`src/rtl/dct_ft.sv`:
```
// 8-point forward DCT over one row of 8-bit pixels, using a lifting-style
// butterfly network in 19-bit signed fixed point with 3 fractional bits.
module dct_ft #(
  parameter int OUT_W = 12
) (
  input  logic                 clk,
  input  logic                 rst,
  input  logic                 s_valid,
  output logic                 s_ready,
  input  logic [7:0]           s_data,
  output logic                 m_valid,
  input  logic                 m_ready,
  output logic [8*OUT_W-1:0]   m_data
);

  typedef enum logic [1:0] {COLLECT, CALC1, CALC2, HOLD} state_t;
  typedef logic signed [18:0] fx_t;

  localparam int MAXV = 2**(OUT_W-1) - 1;
  localparam int MINV = -(2**(OUT_W-1));

  state_t     state, state_nx;
  logic [2:0] cnt;
  logic [7:0] samp [8];
  fx_t        d    [8];
  fx_t        y    [8];
  fx_t        d_nx [8];
  fx_t        y_nx [8];
  logic       accept;

  // Round to a multiple of 8 (one integer unit), ties away from zero.
  function automatic fx_t rnd(input fx_t v);
    fx_t a;
    if (v < 0) begin
      a = -v;
      a = (a + 19'sd4) & 19'sh7FFF8;
      return -a;
    end else begin
      return (v + 19'sd4) & 19'sh7FFF8;
    end
  endfunction

  assign accept = s_valid && (state == COLLECT);

  always_comb begin
    state_nx = state;
    s_ready  = 1'b0;
    m_valid  = 1'b0;
    case (state)
      COLLECT: begin
        s_ready = 1'b1;
        if (s_valid && cnt == 3'd7) state_nx = CALC1;
      end
      CALC1: state_nx = CALC2;
      CALC2: state_nx = HOLD;
      HOLD: begin
        m_valid = 1'b1;
        if (m_ready) state_nx = COLLECT;
      end
      default: state_nx = COLLECT;
    endcase
  end

  always_comb begin : calc1
    fx_t p [8];
    fx_t b [8];
    fx_t c [8];
    for (int unsigned i = 0; i < 8; i++) begin
      p[i] = (fx_t'({11'd0, samp[i]}) - fx_t'(128)) <<< 3;
    end
    for (int unsigned i = 0; i < 4; i++) begin
      b[i]     = p[i] + p[7-i];
      b[7-i]   = p[i] - p[7-i];
    end
    for (int unsigned i = 0; i < 8; i++) c[i] = b[i];
    c[6] = b[6] + rnd((b[5] >>> 3) + (b[5] >>> 2));
    c[5] = rnd((c[6] >>> 3) + (c[6] >>> 1)) - b[5];
    d_nx[0] = c[0] + c[3];
    d_nx[3] = c[0] - c[3];
    d_nx[1] = c[1] + c[2];
    d_nx[2] = c[1] - c[2];
    d_nx[4] = c[4] + c[5];
    d_nx[5] = c[4] - c[5];
    d_nx[6] = c[7] - c[6];
    d_nx[7] = c[6] + c[7];
  end

  // y1/y3/y6 lift off y0/y2/y5 computed in the same cycle.
  always_comb begin : calc2
    y_nx[0] = d[0] + d[1];
    y_nx[1] = rnd(y_nx[0] >>> 1) - d[1];
    y_nx[2] = d[2] - rnd((d[3] >>> 3) + (d[3] >>> 2));
    y_nx[3] = d[3] + rnd((y_nx[2] >>> 3) + (y_nx[2] >>> 2));
    y_nx[7] = d[7];
    y_nx[4] = d[4] - rnd(d[7] >>> 3);
    y_nx[5] = d[5] + rnd((d[6] >>> 3) + (d[6] >>> 2) + (d[6] >>> 1));
    y_nx[6] = d[6] - rnd(y_nx[5] >>> 1);
  end

  always_comb begin : outsat
    fx_t sh;
    m_data = '0;
    for (int unsigned k = 0; k < 8; k++) begin
      sh = y[k] >>> 3;
      if (int'(sh) > MAXV)      m_data[k*OUT_W +: OUT_W] = OUT_W'(MAXV);
      else if (int'(sh) < MINV) m_data[k*OUT_W +: OUT_W] = OUT_W'(MINV);
      else                      m_data[k*OUT_W +: OUT_W] = OUT_W'(sh);
    end
  end

  always_ff @(posedge clk or posedge rst) begin
    if (rst) begin
      state <= COLLECT;
      cnt   <= '0;
      for (int unsigned i = 0; i < 8; i++) begin
        samp[i] <= '0;
        d[i]    <= '0;
        y[i]    <= '0;
      end
    end else begin
      state <= state_nx;
      if (accept) begin
        samp[cnt] <= s_data;
        cnt       <= cnt + 3'd1;
      end
      if (state == CALC1) for (int unsigned i = 0; i < 8; i++) d[i] <= d_nx[i];
      if (state == CALC2) for (int unsigned i = 0; i < 8; i++) y[i] <= y_nx[i];
    end
  end

endmodule
```
`config.mk`:
```
export PLATFORM = sky130hd
export DESIGN_NAME = dct_ft
export DESIGN_NICKNAME = d
export VERILOG_FILES = /design/src/rtl/dct_ft.sv
export SDC_FILE = /design/constraint.sdc
export NUM_CORES = 1
export LEC_CHECK = 0
export BUFFER_PORTS_ARGS = -buffer_cell sky130_fd_sc_hd__buf_2
export CORE_MARGIN = 2
export CORE_UTILIZATION = 40
export CTS_CLUSTER_SIZE = 12
export DETAILED_ROUTE_END_ITERATION = 6
export HOLD_SLACK_MARGIN = 0.05
export PLACE_DENSITY_LB_ADDON = 0.2
export SKIP_CTS_REPAIR_TIMING = 1
export SLEW_MARGIN = 10
export SYNTH_ARGS = -nofsm -noshare
export SYNTH_HDL_FRONTEND = slang
export SYNTH_SLANG_ARGS = --single-unit
```
`constraint.sdc`:
```
create_clock -name clk -period 14.4 [get_ports clk]
set_input_delay 2.88 -clock clk [delete_from_list [all_inputs] [get_ports clk]]
set_output_delay 2.88 -clock clk [all_outputs]
set_load 0.05 [all_outputs]
```
## Word level (Yosys, flattened, before mapping)

Cells that the tools add are included.

| storage, ports and cells | value |
|---|---|
| register bits after elaboration | 368 |
| input bits | 12 |
| output and inout port bits | 98 |

| cells by class | value |
|---|---|
| add/sub/neg operators | 72 |
| order comparisons | 26 |
| eq/ne operators | 6 |
| mux-type cells | 32 |
| bitwise operators | 1 |
| reductions and logical operators | 5 |

Operator list:

| operator | number |
|---|---|
| 12-bit 2-to-1 mux | 16 |
| 19-bit by 4-bit adder with 19-bit output, second input constant | 10 |
| 19-bit negation | 10 |
| 19-bit 2-to-1 mux | 8 |
| 16-bit by 12-bit > comparator with 1-bit output, second input constant | 8 |
| 16-bit by 12-bit < comparator with 1-bit output, second input constant | 8 |
| 19-bit subtractor | 4 |
| 8-bit by 8-bit subtractor with 9-bit output, second input constant | 8 |
| 64-bit bitwise mux | 1 |
| 18-bit by 4-bit adder with 19-bit output, second input constant | 3 |
| 18-bit negation with 19-bit output | 3 |
| 18-bit by 1-bit < comparator with 1-bit output, second input constant | 3 |
| 12-bit by 12-bit adder with 13-bit output | 4 |
| 12-bit by 12-bit subtractor with 13-bit output | 4 |
| 13-bit by 19-bit adder with 19-bit output | 2 |
| 19-bit adder | 2 |
| 19-bit by 1-bit < comparator with 1-bit output, second input constant | 2 |
| 13-bit by 19-bit subtractor with 19-bit output | 2 |
| 16-bit by 17-bit adder with 18-bit output | 2 |
| 13-bit by 13-bit adder with 14-bit output | 2 |
| 13-bit by 13-bit subtractor with 14-bit output | 2 |
| 8-bit demux with 3-bit select | 1 |
| 14-bit by 19-bit adder with 19-bit output | 1 |
| 16-bit by 18-bit adder with 19-bit output | 1 |
| other kinds (30) | 35 |

## Longest topological paths before layout

Gate-level depths: netlist of the first run.

| depth | value |
|---|---|
| depth in word-level cells | 15 |
| mapped depth | 63 |
| gate-level depth less buffers | 60 |

## Worst setup path after synthesis of the first run

OpenSTA, ideal clock, no wires.

| timing path | value |
|---|---|
| kind | register to register |
| start | register samp[20] (netlist name) |
| end | register d[56] (netlist name) |
| setup time | 0.133 ns |
| data arrival time | 11.480 ns |
| required time | 14.267 ns |
| setup slack | 2.787 ns |
| stages on the path, launching flop included | 63 |
| clock period less this slack | 11.613 ns |
| cells stage by stage | dfrtp_1 > inv_1 > ha_1 > buf_4 > a21o_1 > and3_1 > a2111oi_4 > xnor2_2 > inv_1 > ha_1 > nand4_1 > o211ai_2 > o31ai_1 > nand2_4 > xnor2_4 > xor2_1 > nor3_1 > a31oi_1 > (+27 left out) > inv_1 > maj3_1 > a21o_1 > xnor2_1 > ha_1 > inv_1 > a21oi_1 > o21bai_1 > a21oi_1 > o21bai_1 > a21oi_1 > o21bai_1 > a21oi_1 > o21bai_1 > a21oi_1 > xnor2_1 > xnor2_1 > o21ai_1 |

| between the ends | value |
|---|---|
| cells in the longest elaborated chain, start to end | 15 |
| elaborated cells on any way between the ends | 19 |

RTL lines:

| what | RTL line | RTL |
|---|---|---|
| start, declared | 24 | `logic [7:0] samp [8];` |
| start signal, assigned by index | 123 | `samp[cnt] <= s_data;` |
| 8-bit by 8-bit subtractor with 9-bit output * | 69 | `p[i] = (fx_t'({11'd0, samp[i]}) - fx_t'(128)) <<< 3;` |
| 12-bit by 12-bit subtractor with 13-bit output * | 73 | `b[7-i] = p[i] - p[7-i];` |
| 10-bit by 11-bit adder with 12-bit output | 76 | `c[6] = b[6] + rnd((b[5] >>> 3) + (b[5] >>> 2));` |
| 12-bit negation with 19-bit output | 35 | `a = -v;` |
| 19-bit by 4-bit adder with 19-bit output | 36 | `a = (a + 19'sd4) & 19'sh7FFF8;` |
| 19-bit negation | 37 | `return -a;` |
| 19-bit 2-to-1 mux | 34 | `if (v < 0) begin` |
| 13-bit by 19-bit adder with 19-bit output | 76 |  |
| 16-bit by 18-bit adder with 19-bit output | 77 | `c[5] = rnd((c[6] >>> 3) + (c[6] >>> 1)) - b[5];` |
| 19-bit negation | 35 |  |
| 19-bit by 4-bit adder with 19-bit output | 36 |  |
| 19-bit negation | 37 |  |
| 19-bit 2-to-1 mux | 34 |  |
| 19-bit by 13-bit subtractor with 19-bit output * | 77 |  |
| 13-bit by 19-bit subtractor with 19-bit output * | 83 | `d_nx[5] = c[4] - c[5];` |
| end signal, assigned by index | 117 | `d[i] <= '0;` |
| end, declared | 25 | `fx_t d [8];` |

Mark *: on every way between the ends. The rest lies on a longest branch, timed or not.
A chain may end at the register's enable or synchronous reset.

## Final worst setup path of the first run

| timing path | value |
|---|---|
| start | register samp[40] (netlist name) |
| end | register d[75] (netlist name) |

| between the ends | value |
|---|---|
| cells in the longest elaborated chain, start to end | 15 |
| elaborated cells on any way between the ends | 19 |

RTL lines:

| what | RTL line | RTL |
|---|---|---|
| 8-bit by 8-bit subtractor with 9-bit output * | 69 |  |
| 12-bit by 12-bit subtractor with 13-bit output * | 73 |  |
| 10-bit by 11-bit adder with 12-bit output | 76 |  |
| 12-bit negation with 19-bit output | 35 |  |
| 19-bit by 4-bit adder with 19-bit output | 36 |  |
| 19-bit negation | 37 |  |
| 19-bit 2-to-1 mux | 34 |  |
| 13-bit by 19-bit adder with 19-bit output | 76 |  |
| 16-bit by 18-bit adder with 19-bit output | 77 |  |
| 19-bit negation | 35 |  |
| 19-bit by 4-bit adder with 19-bit output | 36 |  |
| 19-bit negation | 37 |  |
| 19-bit 2-to-1 mux | 34 |  |
| 19-bit by 13-bit subtractor with 19-bit output * | 77 |  |
| 13-bit by 19-bit adder with 19-bit output * | 82 | `d_nx[4] = c[4] + c[5];` |

Marks and branches as above.

==> impl_metrics.toml, run 1 <==
[critical_path]
crit_fanout = 12
worstPathRequired_ps = 14830
cpMaxStageDelayCell = "or4b_1"
worst-r2r-cell-count = 51
crit_arrival_ps = 13240
crit_path_end_kind = "register"
cpPeakStageDelay_ps = 510
cp-start-kind = "register"
setup.worst_path.class = "register to register"

[detailed_routing]
vias = 26440
firstDrtPassIters = 7
met2_length_mm = 36.90
wl_met3_mm = 2.700
wire_per_inst_um = 16.75
highest_layer = "met4"
drt_iter0_markers = 1476
via_per_inst = 5.257
wl_met1_mm = 42.88
wl_mm = 84.24
final_antenna_net_count = 0
drcViolationCount = 0

[sta]
slew_viol_final = 0
slew_headroom_pct = 26.19
timing.final.crit_share_pct = 88.97
rsz0062_at_grt = "false"
clock.fmax_mhz = 78.05
skew_ps = 48.96
finalCriticalPeriod_ps = 12810
worstMarginPinSlew_ps = 1103
hold_violations = 0
fin_ws_ps = 1588
setup_tns_ps = 0
setup_viol = 0

[flow_run]
maxCapViolations = 0

[clock_network]
cts-root-buf = "clkbuf_16"
cts.sinks = 301
cts_buffers = 41
clockBufferDepth = 3
htreeDepth = 2
clk_pin_slew_worst_paths_ps = 60
cts_tree = "built"
clkLatencyLatePin_ps = 620

[grt]
gr-total-overflow = 0
grt_pass1_vias = 25370
grt_antenna_before_repair = 1
grt_pass1_wl_mm = 137.2
grt_max_degree = 144
grt_usage_pct = 19.88

[place]
pre_cts_ws_ps = 1605
gp_congestion = 0.8929
hpwl_mm = 67.55
dpl.cell_count = 4954
port_buffers = 109

[synthesis]
ys.flop_type = "dfrtp_1"
synth_fa_ha_area_share_pct = 18.44
synth_cell_types = 118
synth_nets = 4338
synth.cell_area_um2 = 32990
synthCells = 3874
synth_compound_area_share_pct = 19.92
synth.area.mux_share_pct = 6.528
synth-edff-count = 0
synth_top_family_by_area = "compound AO/OA/AOI/OAI gates"
syn-mean-instance-area_um2 = 8.515
ys_seq_area_share_pct = 22.83
async_flop_share_pct = 100.0
yosys_warnings = 0
synth_xor_xnor_area_share_pct = 12.63
synth_seq_cells = 301
synthSimpleGateAreaFrac_pct = 14.39

[hold_path]
hold_class = "register to register"
min_path_cells = 1

[finish]
drive_gt1_share_pct = 11.75
final_cells = 5029
mostFrequentLayoutCell = "ha_1"
n_antenna_cell = 0
fin_nets = 4391
area_growth_pct = 9.153
final_cell_mix = "397 x ha_1, 366 x nor2_1, 344 x a21oi_1"

[floorplan]
coreArea_um2 = 81850
rows = 105
die_height_um = 291.2
initial_core_util_pct = 40.30
die_w_um = 291.2
num_io_pins = 110
die_area_um2 = 84780

[status]
outcome = "complete, no violations"
state kept, by name, summed over array words and instances, names as in the netlist:
register   cells
state          2
samp          64
y            112
outsat.sh     16
cnt            3
d            104
per-stage QoR:
stage | hold WS [ps] | util [%] | instance area [um2]
2_1_floorplan | 453.7 | - | 32990
4_1_cts | 483.6 | 43.99 | 36010
3_5_place_dp | 470.1 | 42.28 | 34610
5_1_grt | 499.3 | 43.99 | 36010
6_report | 478.8 | 43.99 | 36010
3_3_place_gp | 467.0 | 42.28 | 34610
kinds of logic after synthesis:
logic type,after synthesis
AOI/OAI and AO/OA,1020
and+or+nand+nor,991
xor gates and xnor gates,461
adders and majority gates,455
buffers and inverters,452
DFF,301
muxes,194
cell type report:
| type | count | area (um2) |
|---|---|---|
| tap | 1070 | 1339 |
| timing repair buffer | 130 | 715.7 |
| fill | 8165 | 45840 |
| inverter | 332 | 1254 |
| sequential | 301 | 7532 |
| clock inverter | 22 | 257.7 |
| clock buffer | 53 | 1141 |
| multi-input combinational | 3121 | 23770 |
Yosys cell counts (13+ instances only):
cell      instances  area share [%]
nand4_1          24            0.46
and2_1           17            0.32
a22oi_1          18            0.41
nor3_1           93             1.4
or3_1            19            0.36
o21bai_1        114             2.6
xnor2_1         332             8.8
clkbuf_1         99             1.1
mux2i_1          25            0.76
o31ai_1          25            0.57
o21a_1          123             2.8
nor2_1          366             4.2
mux2_2          169             5.8
ha_1            399              15
and3_1           25            0.47
xor2_1          116             3.1
inv_1           326             3.7
dfrtp_1         301              23
nand2b_1         42            0.80
nand2_1         207             2.4
a21oi_1         344             5.2
a21o_1           65             1.5
nand3_1          52            0.79
a31oi_1          18            0.34
or2_2            21            0.40
o21ai_0         185             2.8
nor4_1           22            0.42
nor3b_1          13            0.30
fa_1             53             3.2
nor2b_1          35            0.66
routing by layer:
layer / up-vias / global-route usage [%]
met2: 352 / 31.52
met4: 0 / 4.701
met5: - / 0
li1: 13590 / -
met3: 84 / 2.115
met1: 12410 / 28.87
worst max-delay path, delay by kind of cell, from the launching register on:
family | cells | cell delay, ps
and+or+nand+nor | 13 | 3550
DFF | 1 | 380
muxes | 2 | 500
buffers and inverters | 7 | 640
xor gates and xnor gates | 7 | 1510
adders and majority gates | 8 | 2760
AOI/OAI and AO/OA | 14 | 3290
final timing paths:
| check | start | to | slack, ps |
|---|---|---|---|
| max | samp[40] | d[75] | 1590 |
| min | y[64] | y[64] | 480 |
| max reg2reg | samp[40] | d[75] | 1590 |
| min reg2reg | y[64] | y[64] | 480 |
| max in group asynchronous | rst | y[89] | 10120 |
| min in group asynchronous | rst | samp[43] | 2350 |
Power of run 1 is left out: the tool's default activity adds up to more than one toggle a clock period on the data nets, which glitch-free logic cannot reach.
==> inputs of run 2 (changes only) <==
- CTS_BUF_LIST: unset -> sky130_fd_sc_hd__clkbuf_4 sky130_fd_sc_hd__clkbuf_8 sky130_fd_sc_hd__clkbuf_16
==> run 2 against run 1 <==
  * Fmax grew 0.20%
  * Via count is essentially flat
  * Sequential share of layout area is essentially flat
  * Count of clock-buffer cells in the layout is the same
  * Cell count is the same
  * Clock skew shrank 1.0 ps
  * Routed wire length is essentially flat
  * Non-clock buffer count is the same
  * First-iteration DRC count shrank 2.3%
  * Die area is the same
  * Utilization is essentially flat
  * Register-to-register slack gained 30 ps
  * Critical path type unchanged
  * Highest routed layer unchanged
==> impl_metrics.toml, run 2 (synthesis results as in run 1) <==
[status]
outcome = "complete, no violations"

[flow_run]
maxCapViolations = 0

[detailed_routing]
drcViolationCount = 0
final_antenna_net_count = 0
via_per_inst = 5.258
firstDrtPassIters = 5
wl_mm = 84.25
wire_per_inst_um = 16.75
drt_iter0_markers = 1442
vias = 26440

[critical_path]
crit_arrival_ps = 13210
path_buf_inv = 7
cpPeakStageDelay_ps = 510
timing.rr.start = "samp[40]"
crit_fanout = 12
rrSetupSlack_ps = 1610
crit_family = "simple AND/OR/NAND/NOR gates"
setup.worst_path.class = "register to register"
cpMaxStageDelayCell = "or4b_1"
cp-start-kind = "register"
crit_start = "samp[40]"
crit_path_end_kind = "register"
worstPathRequired_ps = 14830

[sta]
slew_viol_final = 0
timing.hold.ws_ps = 479.8
rsz0062_at_grt = "false"
setup_viol = 0
finalCriticalPeriod_ps = 12790
clock.fmax_mhz = 78.21
timing.final.crit_share_pct = 88.80
worstMarginPinSlew_ps = 1100
hold_violations = 0
skew_ps = 47.96
fin_ws_ps = 1614
slew_headroom_pct = 26.38
setup_tns_ps = 0

[grt]
grt_pass1_vias = 25350
grt_usage_pct = 19.87
grt_pass1_wl_mm = 137.1
grt_antenna_before_repair = 1
grt_max_degree = 144
gr-total-overflow = 0

[clock_network]
clkLatencyLatePin_ps = 620
clk_pin_slew_worst_paths_ps = 60
htreeDepth = 2
cts_tree = "built"
cts.sinks = 301
cts_buffers = 41
cts-root-buf = "clkbuf_16"
clockBufferDepth = 3

[place]
port_buffers = 109
gp_congestion = 0.8929
hpwl_mm = 67.55
pre_cts_ws_ps = 1605

[finish]
area_growth_pct = 9.210
reg_top3 = "y (112), d (104), samp (64)"
drive_gt1_share_pct = 11.87
mostFrequentLayoutCell = "ha_1"
fillers = 8167
final_cell_mix = "397 x ha_1, 366 x nor2_1, 344 x a21oi_1"
n_antenna_cell = 0
largest-register = "y"
largest_reg_flops = 112
fin_nets = 4391

[floorplan]
initial_core_util_pct = 40.30
die_height_um = 291.2
coreArea_um2 = 81850
die_w_um = 291.2
rows = 105
die_area_um2 = 84780
num_io_pins = 110

[hold_path]
hold_class = "register to register"
holdCritStartpoint = "y[26]"
==> run 2: area by class of cell <==
cell class,count,area [um2],share of cell area [%]
clock buffer,53,1160,3.220
clock inverter,22,257.7,0.7155
inverter,332,1254,3.480
multi-input combinational,3121,23770,65.97
sequential,301,7532,20.91
tap,1070,1339,3.716
timing repair buffer,130,715.7,1.987
==> run 2: worst paths after layout <==
kind / endpoint / cells past startpoint
hold / removal: y[26] / 1
min in group asynchronous: samp[43] / 2
max in group asynchronous: y[89] / 4
hold reg to reg: y[26] / 1
setup / recovery: d[75] / 51
setup reg to reg: d[75] / 51
==> run 2: metal layers <==
metal	vias to the layer above	share of wire (%)	global-route usage, %
li1	13590	-	-
met1	12400	51	28.85
met2	370	44	31.51
met3	83	3.3	2.115
met4	0	2.1	4.701
met5	-	0	0
==> run 2: worst register-to-register path, delay by kind of cell, from the launching register on <==
kind	cells	cell delay (ps)
AO/OA/AOI/OAI	14	3310
XOR/XNOR	7	1510
adder cells (fa/ha/maj)	8	2750
buffers and inverters	7	650
flip-flops	1	380
multiplexers	2	500
AND/OR/NAND/NOR	13	3550
==> run 2: per-stage QoR <==
step,std cells,utilization (%),area (um2)
detailed placement,4954,42.28,34610
global route,5029,44.01,36020
global placement,4954,42.28,34610
CTS,5029,44.01,36020
floorplan,3874,-,32990
finish,5029,44.01,36020
Power of run 2 is left out for the same reason.
